## config.mk

```make
export PLATFORM = sky130hd
export DESIGN_NAME = aes_out_serializer_flat
export DESIGN_NICKNAME = d
export VERILOG_FILES = /design/src/rtl/aes_out_serializer_if.sv /design/src/rtl/aes_out_serializer.sv /design/src/flat_wrapper.sv
export SDC_FILE = /design/constraint.sdc
export NUM_CORES = 1
export LEC_CHECK = 0
export CAP_MARGIN = 20
export CORE_AREA = 2 2 138 173
export CTS_CLUSTER_DIAMETER = 100
export DETAILED_ROUTE_END_ITERATION = 12
export DIE_AREA = 0 0 140 175
export HOLD_SLACK_MARGIN = 0.05
export PLACE_DENSITY_LB_ADDON = 0.25
export REMOVE_ABC_BUFFERS = 1
export SLEW_MARGIN = 20
export SYNTH_ARGS = -nofsm -noshare
export SYNTH_HDL_FRONTEND = slang
export SYNTH_SLANG_ARGS = --single-unit
```

## constraint.sdc

```tcl
create_clock -name AES_clk -period 21.3 [get_ports AES_clk]
set_clock_uncertainty 0.05 [all_clocks]
set_input_delay 3.195 -clock AES_clk [delete_from_list [all_inputs] [get_ports AES_clk]]
set_output_delay 3.195 -clock AES_clk [all_outputs]
set_load 0.05 [all_outputs]
```

## src/rtl/aes_out_serializer_if.sv

```systemverilog
// rtl/aes_out_serializer_if.sv - block capture / word stream bundle for the AES output serializer
interface aes_out_serializer_if #(
  parameter int BLOCK_W = 128,
  parameter int WORD_W  = 32,
  parameter int DEPTH   = 2
);
  localparam int CW = $clog2(DEPTH + 1);

  logic               blk_valid_in;
  logic [BLOCK_W-1:0] blk_data_in;
  logic               word_valid;
  logic [WORD_W-1:0]  word_data;
  logic               word_last;
  logic               word_ready;
  logic [CW-1:0]      fifo_count;
  logic               overflow;

  // Serializer side: takes blocks and ready, produces the word stream and status
  modport slave (
    input  blk_valid_in, blk_data_in, word_ready,
    output word_valid, word_data, word_last, fifo_count, overflow
  );

  // Environment side: supplies blocks and ready, observes the word stream
  modport master (
    output blk_valid_in, blk_data_in, word_ready,
    input  word_valid, word_data, word_last, fifo_count, overflow
  );
endinterface

```

## src/rtl/aes_out_serializer.sv

```systemverilog
// rtl/aes_out_serializer.sv - buffers 128-bit AES results and streams them as MS-first words
module aes_out_serializer #(
  parameter int BLOCK_W = 128,
  parameter int WORD_W  = 32,
  parameter int DEPTH   = 2
) (
  input  logic              AES_clk,
  input  logic              AES_rst,
  aes_out_serializer_if.slave bus
);
  localparam int NW = BLOCK_W / WORD_W;
  localparam int IW = (NW > 1) ? $clog2(NW) : 1;
  localparam int PW = $clog2(DEPTH);
  localparam int CW = $clog2(DEPTH + 1);
  localparam logic [IW-1:0] LAST_IDX = IW'(NW - 1);
  localparam logic [CW-1:0] FULL     = CW'(DEPTH);

  logic               v_q;
  logic [PW-1:0]      wr_ptr_q, wr_ptr_d;
  logic [PW-1:0]      rd_ptr_q, rd_ptr_d;
  logic [IW-1:0]      idx_q, idx_d;
  logic [CW-1:0]      count_q, count_d;
  logic               overflow_q, overflow_d;
  logic [BLOCK_W-1:0] mem_q [DEPTH];

  logic               not_empty;
  logic               cap;
  logic               xfer;
  logic               pop;
  logic               accept;
  logic [BLOCK_W-1:0] head;
  logic [WORD_W-1:0]  word_mux;

  assign not_empty = (count_q != '0);
  // Rising edge of the core's valid level: one capture however long valid is held
  assign cap       = bus.blk_valid_in & ~v_q;
  assign xfer      = not_empty & bus.word_ready;
  assign pop       = xfer & (idx_q == LAST_IDX);
  // A full buffer still takes the block when the head is leaving on this same edge
  assign accept    = cap & ((count_q != FULL) | pop);
  assign head      = mem_q[rd_ptr_q];

  // Select the current word of the head block, most significant word at index 0
  always_comb begin
    word_mux = '0;
    for (int i = 0; i < NW; i++) begin
      if (idx_q == IW'(i)) begin
        word_mux = head[BLOCK_W-1-i*WORD_W -: WORD_W];
      end
    end
  end

  assign bus.word_valid = not_empty;
  assign bus.word_data  = not_empty ? word_mux : '0;
  assign bus.word_last  = not_empty & (idx_q == LAST_IDX);
  assign bus.fifo_count = count_q;
  assign bus.overflow   = overflow_q;

  // Next-state for pointers, word index, occupancy and the sticky drop flag
  always_comb begin
    wr_ptr_d   = wr_ptr_q;
    rd_ptr_d   = rd_ptr_q;
    idx_d      = idx_q;
    count_d    = count_q;
    overflow_d = overflow_q;

    if (accept) begin
      wr_ptr_d = wr_ptr_q + 1'b1;
    end
    if (cap && !accept) begin
      overflow_d = 1'b1;
    end
    if (pop) begin
      idx_d    = '0;
      rd_ptr_d = rd_ptr_q + 1'b1;
    end else if (xfer) begin
      idx_d = idx_q + 1'b1;
    end
    count_d = count_q + CW'(accept) - CW'(pop);
  end

  // State registers and block storage; reset discards everything buffered
  always_ff @(posedge AES_clk or posedge AES_rst) begin
    if (AES_rst) begin
      v_q        <= 1'b0;
      wr_ptr_q   <= '0;
      rd_ptr_q   <= '0;
      idx_q      <= '0;
      count_q    <= '0;
      overflow_q <= 1'b0;
      for (int i = 0; i < DEPTH; i++) begin
        mem_q[i] <= '0;
      end
    end else begin
      v_q        <= bus.blk_valid_in;
      wr_ptr_q   <= wr_ptr_d;
      rd_ptr_q   <= rd_ptr_d;
      idx_q      <= idx_d;
      count_q    <= count_d;
      overflow_q <= overflow_d;
      if (accept) begin
        mem_q[wr_ptr_q] <= bus.blk_data_in;
      end
    end
  end
endmodule

```

## src/flat_wrapper.sv

```systemverilog
// flat-port wrapper written by rule: the top's interface ports become plain ports
module aes_out_serializer_flat 
#(
  parameter int BLOCK_W = 128,
  parameter int WORD_W  = 32,
  parameter int DEPTH   = 2
)
  (AES_clk, AES_rst, bus_blk_valid_in, bus_blk_data_in, bus_word_ready, bus_word_valid, bus_word_data, bus_word_last, bus_fifo_count, bus_overflow);
  aes_out_serializer_if #(.BLOCK_W(BLOCK_W), .WORD_W(WORD_W), .DEPTH(DEPTH)) bus_i ();
  input  logic AES_clk;
  input  logic AES_rst;
  input wire logic [$bits(bus_i.blk_valid_in)-1:0] bus_blk_valid_in;
  input wire logic [$bits(bus_i.blk_data_in)-1:0] bus_blk_data_in;
  input wire logic [$bits(bus_i.word_ready)-1:0] bus_word_ready;
  output wire logic [$bits(bus_i.word_valid)-1:0] bus_word_valid;
  output wire logic [$bits(bus_i.word_data)-1:0] bus_word_data;
  output wire logic [$bits(bus_i.word_last)-1:0] bus_word_last;
  output wire logic [$bits(bus_i.fifo_count)-1:0] bus_fifo_count;
  output wire logic [$bits(bus_i.overflow)-1:0] bus_overflow;
  assign bus_i.blk_valid_in = bus_blk_valid_in;
  assign bus_i.blk_data_in = bus_blk_data_in;
  assign bus_i.word_ready = bus_word_ready;
  assign bus_word_valid = bus_i.word_valid;
  assign bus_word_data = bus_i.word_data;
  assign bus_word_last = bus_i.word_last;
  assign bus_fifo_count = bus_i.fifo_count;
  assign bus_overflow = bus_i.overflow;
  aes_out_serializer #(.BLOCK_W(BLOCK_W), .WORD_W(WORD_W), .DEPTH(DEPTH)) u_core (.AES_clk(AES_clk), .AES_rst(AES_rst), .bus(bus_i));
endmodule
```

==> out/results.tsv, run 1 <==
stage	metric	value	unit
clock_network	cts_max_level	1	
route	ant_nets	0	
sta	rsz0062_at_grt	no	
global_routing	grt_max_degree	147	
synth	netlist_instances	883	
place	postPlaceCellArea	14100	um2
hold_path	holdPathStages	1	
global_routing	first_global_vias	8061	
floorplanning	dieArea	24500	um2
synth	postSynth.asyncResetShare	1.00	
route	wl	26600	um
synth	synth_edf_count	0	
finish	stdcell_area	15000	um2
global_routing	grt_overflow	0	
floorplanning	ios	169	
route	drt_iter0_markers	369	
finish	layout.cells.non_filler	1330	
synth	synth_cell_type_count	32	
sta	finalCriticalPeriod	7.41	ns
route	drc_errors	10	
floorplanning	die_h	175	um
route	vias	7588	
power	p_leak	6.35	nW
critical_path	end_kind	output port	
clock_network	insertion_delay	0.52	ns
finish	diodes	0	
critical_path	path_class	reg -> out	
place	gp_congestion	0.757	
critical_path	r2r_cells	6	
global_routing	busiest_layer	met2	
finish	final_nets	1158	
synth	ys_top_cells_by_count	dfrtp_1, mux2_2, mux2_1	
finish	final_util	0.655	
floorplanning	die_w	140	um
synth	synth.most_common_cell	dfrtp_1	
clock_network	tritoncts.num_buffers	27	
critical_path	r2r_slack	17.23	ns
clock_network	root_buffer	clkbuf_16	
global_routing	grt_usage	0.220	
synth	ys.flop_type	dfrtp_1	
route	wl_per_cell	20.0	um
global_routing	use_met1	0.285	
sta	worstMarginPinSlew	1.13	ns
sta	setup_viol	0	
sta	holdWs	0.426	ns
power	p_per_area	169	nW/um2
route	vias_per_cell	5.71	
place	hpwlAfterDp	16000	um
floorplanning	coreArea	22900	um2
clock_network	cts_hold_buf	0	
critical_path	cp_max_fo	38	
place	placed_cells	1280	
clock_network	clockBufferDepth	3	
sta	maxSlewViolCount	0	
sta	max-slew-margin-rel	0.244	
finish	syn2layout_area_growth	20.8	%
synth	yosysWarnings	0	
sta	fmax	135	MHz
floorplanning	initial_utilization	0.542	
status	status	finished, violations left	
hold_path	hold_start	u_core.mem_q[191]	
critical_path	cp-start-kind	flop	
critical_path	r2r_end	u_core.mem_q[25]	
hold_path	hold_path_class	reg -> reg	
global_routing	grtUsageMet3	0.0236	
global_routing	antenna_found_initial	0	
critical_path	crit_arrival	4.17	ns
synth	yosys.area.top_type	dfrtp_1	
power	ir_drop	0.000166	V
clock_network	cts_resized	0	
synth	synth-seq-cells	264	
finish	ff_latch_area	6610	um2
synth	synth_area	12400	um2
synth	yosysSeqAreaShare	0.533	
critical_path	worstReg2RegStart	u_core.idx_q[0]	
finish	fillCellCount	1732	
status	violations	design-rule violations	
global_routing	grt_use_met2	0.394	
synth	avgSynthCellArea	14.0	um2
synth	yosys-top-cells-area	dfrtp_1, mux2_2, mux2_1	
clock_network	cts_setup_buffers	0	
sta	fin_tns_setup	0	ns
place	io_buffers	168	
synth	synth_top_area_share	0.533	
global_routing	grt_pass1_wl	43100	um
sta	finalCritPeriodShare	0.348	
finish	drive_above_1_share	0.259	
route	first_pass_iters	12	
sta	hold_viol	0	
clock_network	clock-sinks	264	
hold_path	hold_end	u_core.mem_q[191]	
clock_network	clk_pin_slew	0.06	ns
flow_run	drv_cap	0	
finish	multiInputGateArea	5350	um2
critical_path	crit_required	18.06	ns
clock_network	cts_tree	done	
floorplanning	rows	62	
[cells in the final DEF (no fill, tap or decap), types with 2 or more instances in the layout]
cell / count
mux2i_1: 33
clkbuf_1: 3
a221oi_1: 32
clkinvlp_4: 2
buf_4: 8
nor2b_1: 32
buf_12: 2
a211oi_1: 33
nand2_1: 2
clkbuf_8: 5
ha_2: 2
dfrtp_1: 263
and2_1: 2
nor3_1: 34
clkdlybuf4s50_1: 168
mux2_2: 201
mux2_1: 120
clkinv_2: 11
o21ai_0: 3
inv_1: 3
ha_1: 2
clkbuf_16: 27
nand2b_1: 2
a21o_1: 33
[cell families after synthesis]
group | after synthesis | synth area share
AOI/OAI and AO/OA | 106 | 0.0675
xor gates and xnor gates | 2 | 0.00141
adders and majority gates | 4 | 0.00404
buffers and inverters | 72 | 0.0395
DFF | 264 | 0.533
muxes | 354 | 0.318
and+or+nand+nor | 81 | 0.0368
[sequential cells by signal, summed over array words and instances, names as in the netlist]
name,flops
u_core.bus.overflow,1
u_core.mem_q,256
u_core.v_q,1
u_core.rd_ptr_q,1
u_core.wr_ptr_q,1
u_core.idx_q,2
u_core.bus.fifo_count,2
[cell type report]
class                      count  share of cell area
tap                          288              0.0241
sequential                   264               0.441
multi-input combinational    547               0.357
timing repair buffer         178               0.119
inverter                       4             0.00184
clock inverter                14             0.00668
clock buffer                  35              0.0504
[critical path, stage by stage (launching register included)]
cell	delay (ns)
dfrtp_1	0.42
ha_2	0.91
nand2b_2	0.90
a211oi_1	0.11
nor3_1	0.41
clkdlybuf4s50_1	0.89
[per-stage QoR]
step / power (mW) / setup slack [ns]
floorplan: 1.77 / 10.79
global placement: 2.06 / 14.38
detailed placement: 2.09 / 14.35
CTS: 2.55 / 13.79
global route: 2.68 / 13.74
finish: 2.53 / 13.89
[per-layer routing]
metal  vias up  share of wire
li1       3520              -
met1      3867           0.43
met2       159           0.51
met3        42          0.037
met4         0          0.024
met5         -              0
[where the power goes]
group	leakage [nW]	total (mW)	switching, mW	internal (mW)
Sequential	3.13	0.899	0.142	0.757
Clock	0.430	0.454	0.192	0.261
Combinational	2.79	1.18	0.629	0.552
Total	6.35	2.53	0.964	1.57
[how the worst max path moves through the flow]
stage                          from                       end  slack [ns]  depth (start not counted)
floorplan                   AES_rst  u_core.bus.fifo_count[0]       10.79                          1
global placement    u_core.rd_ptr_q          bus_word_data[5]       14.38                          5
detailed placement  u_core.rd_ptr_q          bus_word_data[5]       14.35                          5
CTS                 u_core.rd_ptr_q          bus_word_data[5]       13.79                          5
global route        u_core.rd_ptr_q          bus_word_data[5]       13.74                          6
finish              u_core.idx_q[0]         bus_word_data[31]       13.89                          5
(Power assumes the default switching activity.)
==> inputs of run 2 (changes only) <==
CORE_AREA = 2 2 144 182   (was 2 2 138 173)
DIE_AREA = 0 0 146 184   (was 0 0 140 175)
clock period = 6.06 ns   (was 21.3 ns; I/O delays follow)
==> run 2 against run 1 <==
The run now ends clean. Global-route usage shrank 2.2 points. Clock power grew to 3.5 times the previous value. First-iteration DRC count shrank 21%. Sequential cell count is the same. Cell area grew 0.21%.
==> out/results.tsv, run 2 (same netlist as run 1, synthesis figures left out) <==
stage	metric	value	unit
floorplanning	ios	169	
sta	fmax	202	MHz
critical_path	crit_required	5.10	ns
power	p_per_area	591	nW/um2
sta	setup_viol	0	
clock_network	insertion_delay	0.52	ns
finish	layout.cells.non_filler	1374	
global_routing	grt_pass1_wl	42900	um
global_routing	grt_usage	0.197	
place	gp_congestion	0.725	
critical_path	path_class	reg -> out	
sta	rsz0062_at_grt	no	
route	drt_iter0_markers	291	
critical_path	r2r_slack	2.69	ns
clock_network	clk_pin_slew	0.06	ns
route	drc_errors	0	
route	ant_nets	0	
route	first_pass_iters	4	
finish	final_util	0.599	
global_routing	antenna_found_initial	1	
sta	max-slew-margin-rel	0.287	
sta	maxSlewViolCount	0	
finish	largest_reg_flops	256	
route	wl_per_cell	19.4	um
global_routing	grt_overflow	0	
finish	syn2layout_area_growth	21.0	%
finish	final_common_cell	dfrtp_1	
sta	finalCriticalPeriod	4.94	ns
critical_path	cp_max_fo	38	
sta	finalCritPeriodShare	0.816	
finish	final_cell_mix	dfrtp_1, mux2_2, clkdlybuf4s50_1	
floorplanning	coreArea	25000	um2
clock_network	cts_resized	0	
finish	drive_above_1_share	0.251	
floorplanning	die_h	184	um
clock_network	cts_setup_buffers	0	
global_routing	use_met1	0.256	
global_routing	busiest_layer	met2	
route	vias_per_cell	5.49	
flow_run	drv_cap	0	
hold_path	hold_path_class	reg -> reg	
place	io_buffers	168	
finish	final_nets	1157	
place	placed_cells	1327	
power	p_leak	6.33	nW
floorplanning	dieArea	26900	um2
clock_network	root_buffer	clkbuf_16	
clock_network	cts_max_level	1	
finish	top_register	u_core.mem_q	
place	hpwlAfterDp	16100	um
sta	hold_viol	0	
place	place_ws	1.62	ns
critical_path	cp-start-kind	flop	
global_routing	grt_use_met2	0.348	
clock_network	clockBufferDepth	3	
global_routing	grtUsageMet3	0.0300	
clock_network	cts_tree	done	
route	wl	26600	um
sta	worst_slack	1.12	ns
clock_network	tritoncts.num_buffers	27	
finish	fillCellCount	2057	
floorplanning	rows	65	
clock_network	clock-sinks	264	
power	ir_drop	0.000362	V
clock_network	cts_hold_buf	0	
route	vias	7549	
sta	worstMarginPinSlew	1.07	ns
global_routing	grt_max_degree	115	
floorplanning	die_w	146	um
floorplanning	initial_utilization	0.495	
critical_path	end_kind	output port	
sta	fin_tns_setup	0	ns
global_routing	first_global_vias	8105	
critical_path	crit_arrival	3.98	ns
status	status	completed	
[run 2: area by class of cell]
class / count / area [um2] / area share
clock buffer: 41 / 788 / 0.0525
timing repair buffer: 177 / 1770 / 0.118
inverter: 4 / 22.5 / 0.00150
clock inverter: 5 / 50.0 / 0.00333
tap: 335 / 419 / 0.0279
sequential: 264 / 6610 / 0.440
antenna: 1 / 2.50 / 0.000167
multi-input combinational: 547 / 5350 / 0.356
[run 2: power by group]
part	internal [mW]	leakage (nW)	switching, mW	total, mW
sequential	2.66	3.13	0.504	3.16
clock	0.930	0.415	0.651	1.58
combinational	1.93	2.78	2.20	4.13
total	5.52	6.33	3.35	8.87
[run 2: final timing paths]
kind,start,endpoint,cells after the start
setup / recovery,u_core.idx_q[0],bus_word_data[11],5
hold / removal,u_core.mem_q[171],u_core.mem_q[171],1
setup reg to reg,u_core.idx_q[0],u_core.mem_q[201],6
hold reg to reg,u_core.mem_q[171],u_core.mem_q[171],1
max in group asynchronous,AES_rst,u_core.rd_ptr_q,3
min in group asynchronous,AES_rst,u_core.mem_q[93],2
[run 2: routing by layer]
metal / routed length [um] / part of all wire
met1: 11600 / 0.43
met4: 506 / 0.019
met5: 0 / 0
met3: 1030 / 0.039
met2: 13500 / 0.51
[run 2: per-stage QoR]
| stage | power [mW] | hold WS [ns] | cell area (um2) |
|---|---|---|---|
| 2_1_floorplan | 6.21 | 0.400 | 11900 |
| 3_3_place_gp | 7.25 | 0.412 | 14200 |
| 3_5_place_dp | 7.34 | 0.416 | 14200 |
| 4_1_cts | 8.96 | 0.430 | 15000 |
| 5_1_grt | 9.40 | 0.440 | 15000 |
| 6_report | 8.87 | 0.425 | 15000 |
[run 2: worst max-delay path, cell delays in order, from the launching register on]
cell and delay, ns:
dfrtp_1 0.42, ha_2 0.82, nand2b_2 0.92, a211oi_1 0.10
nor3_1 0.32, clkdlybuf4s50_1 0.87
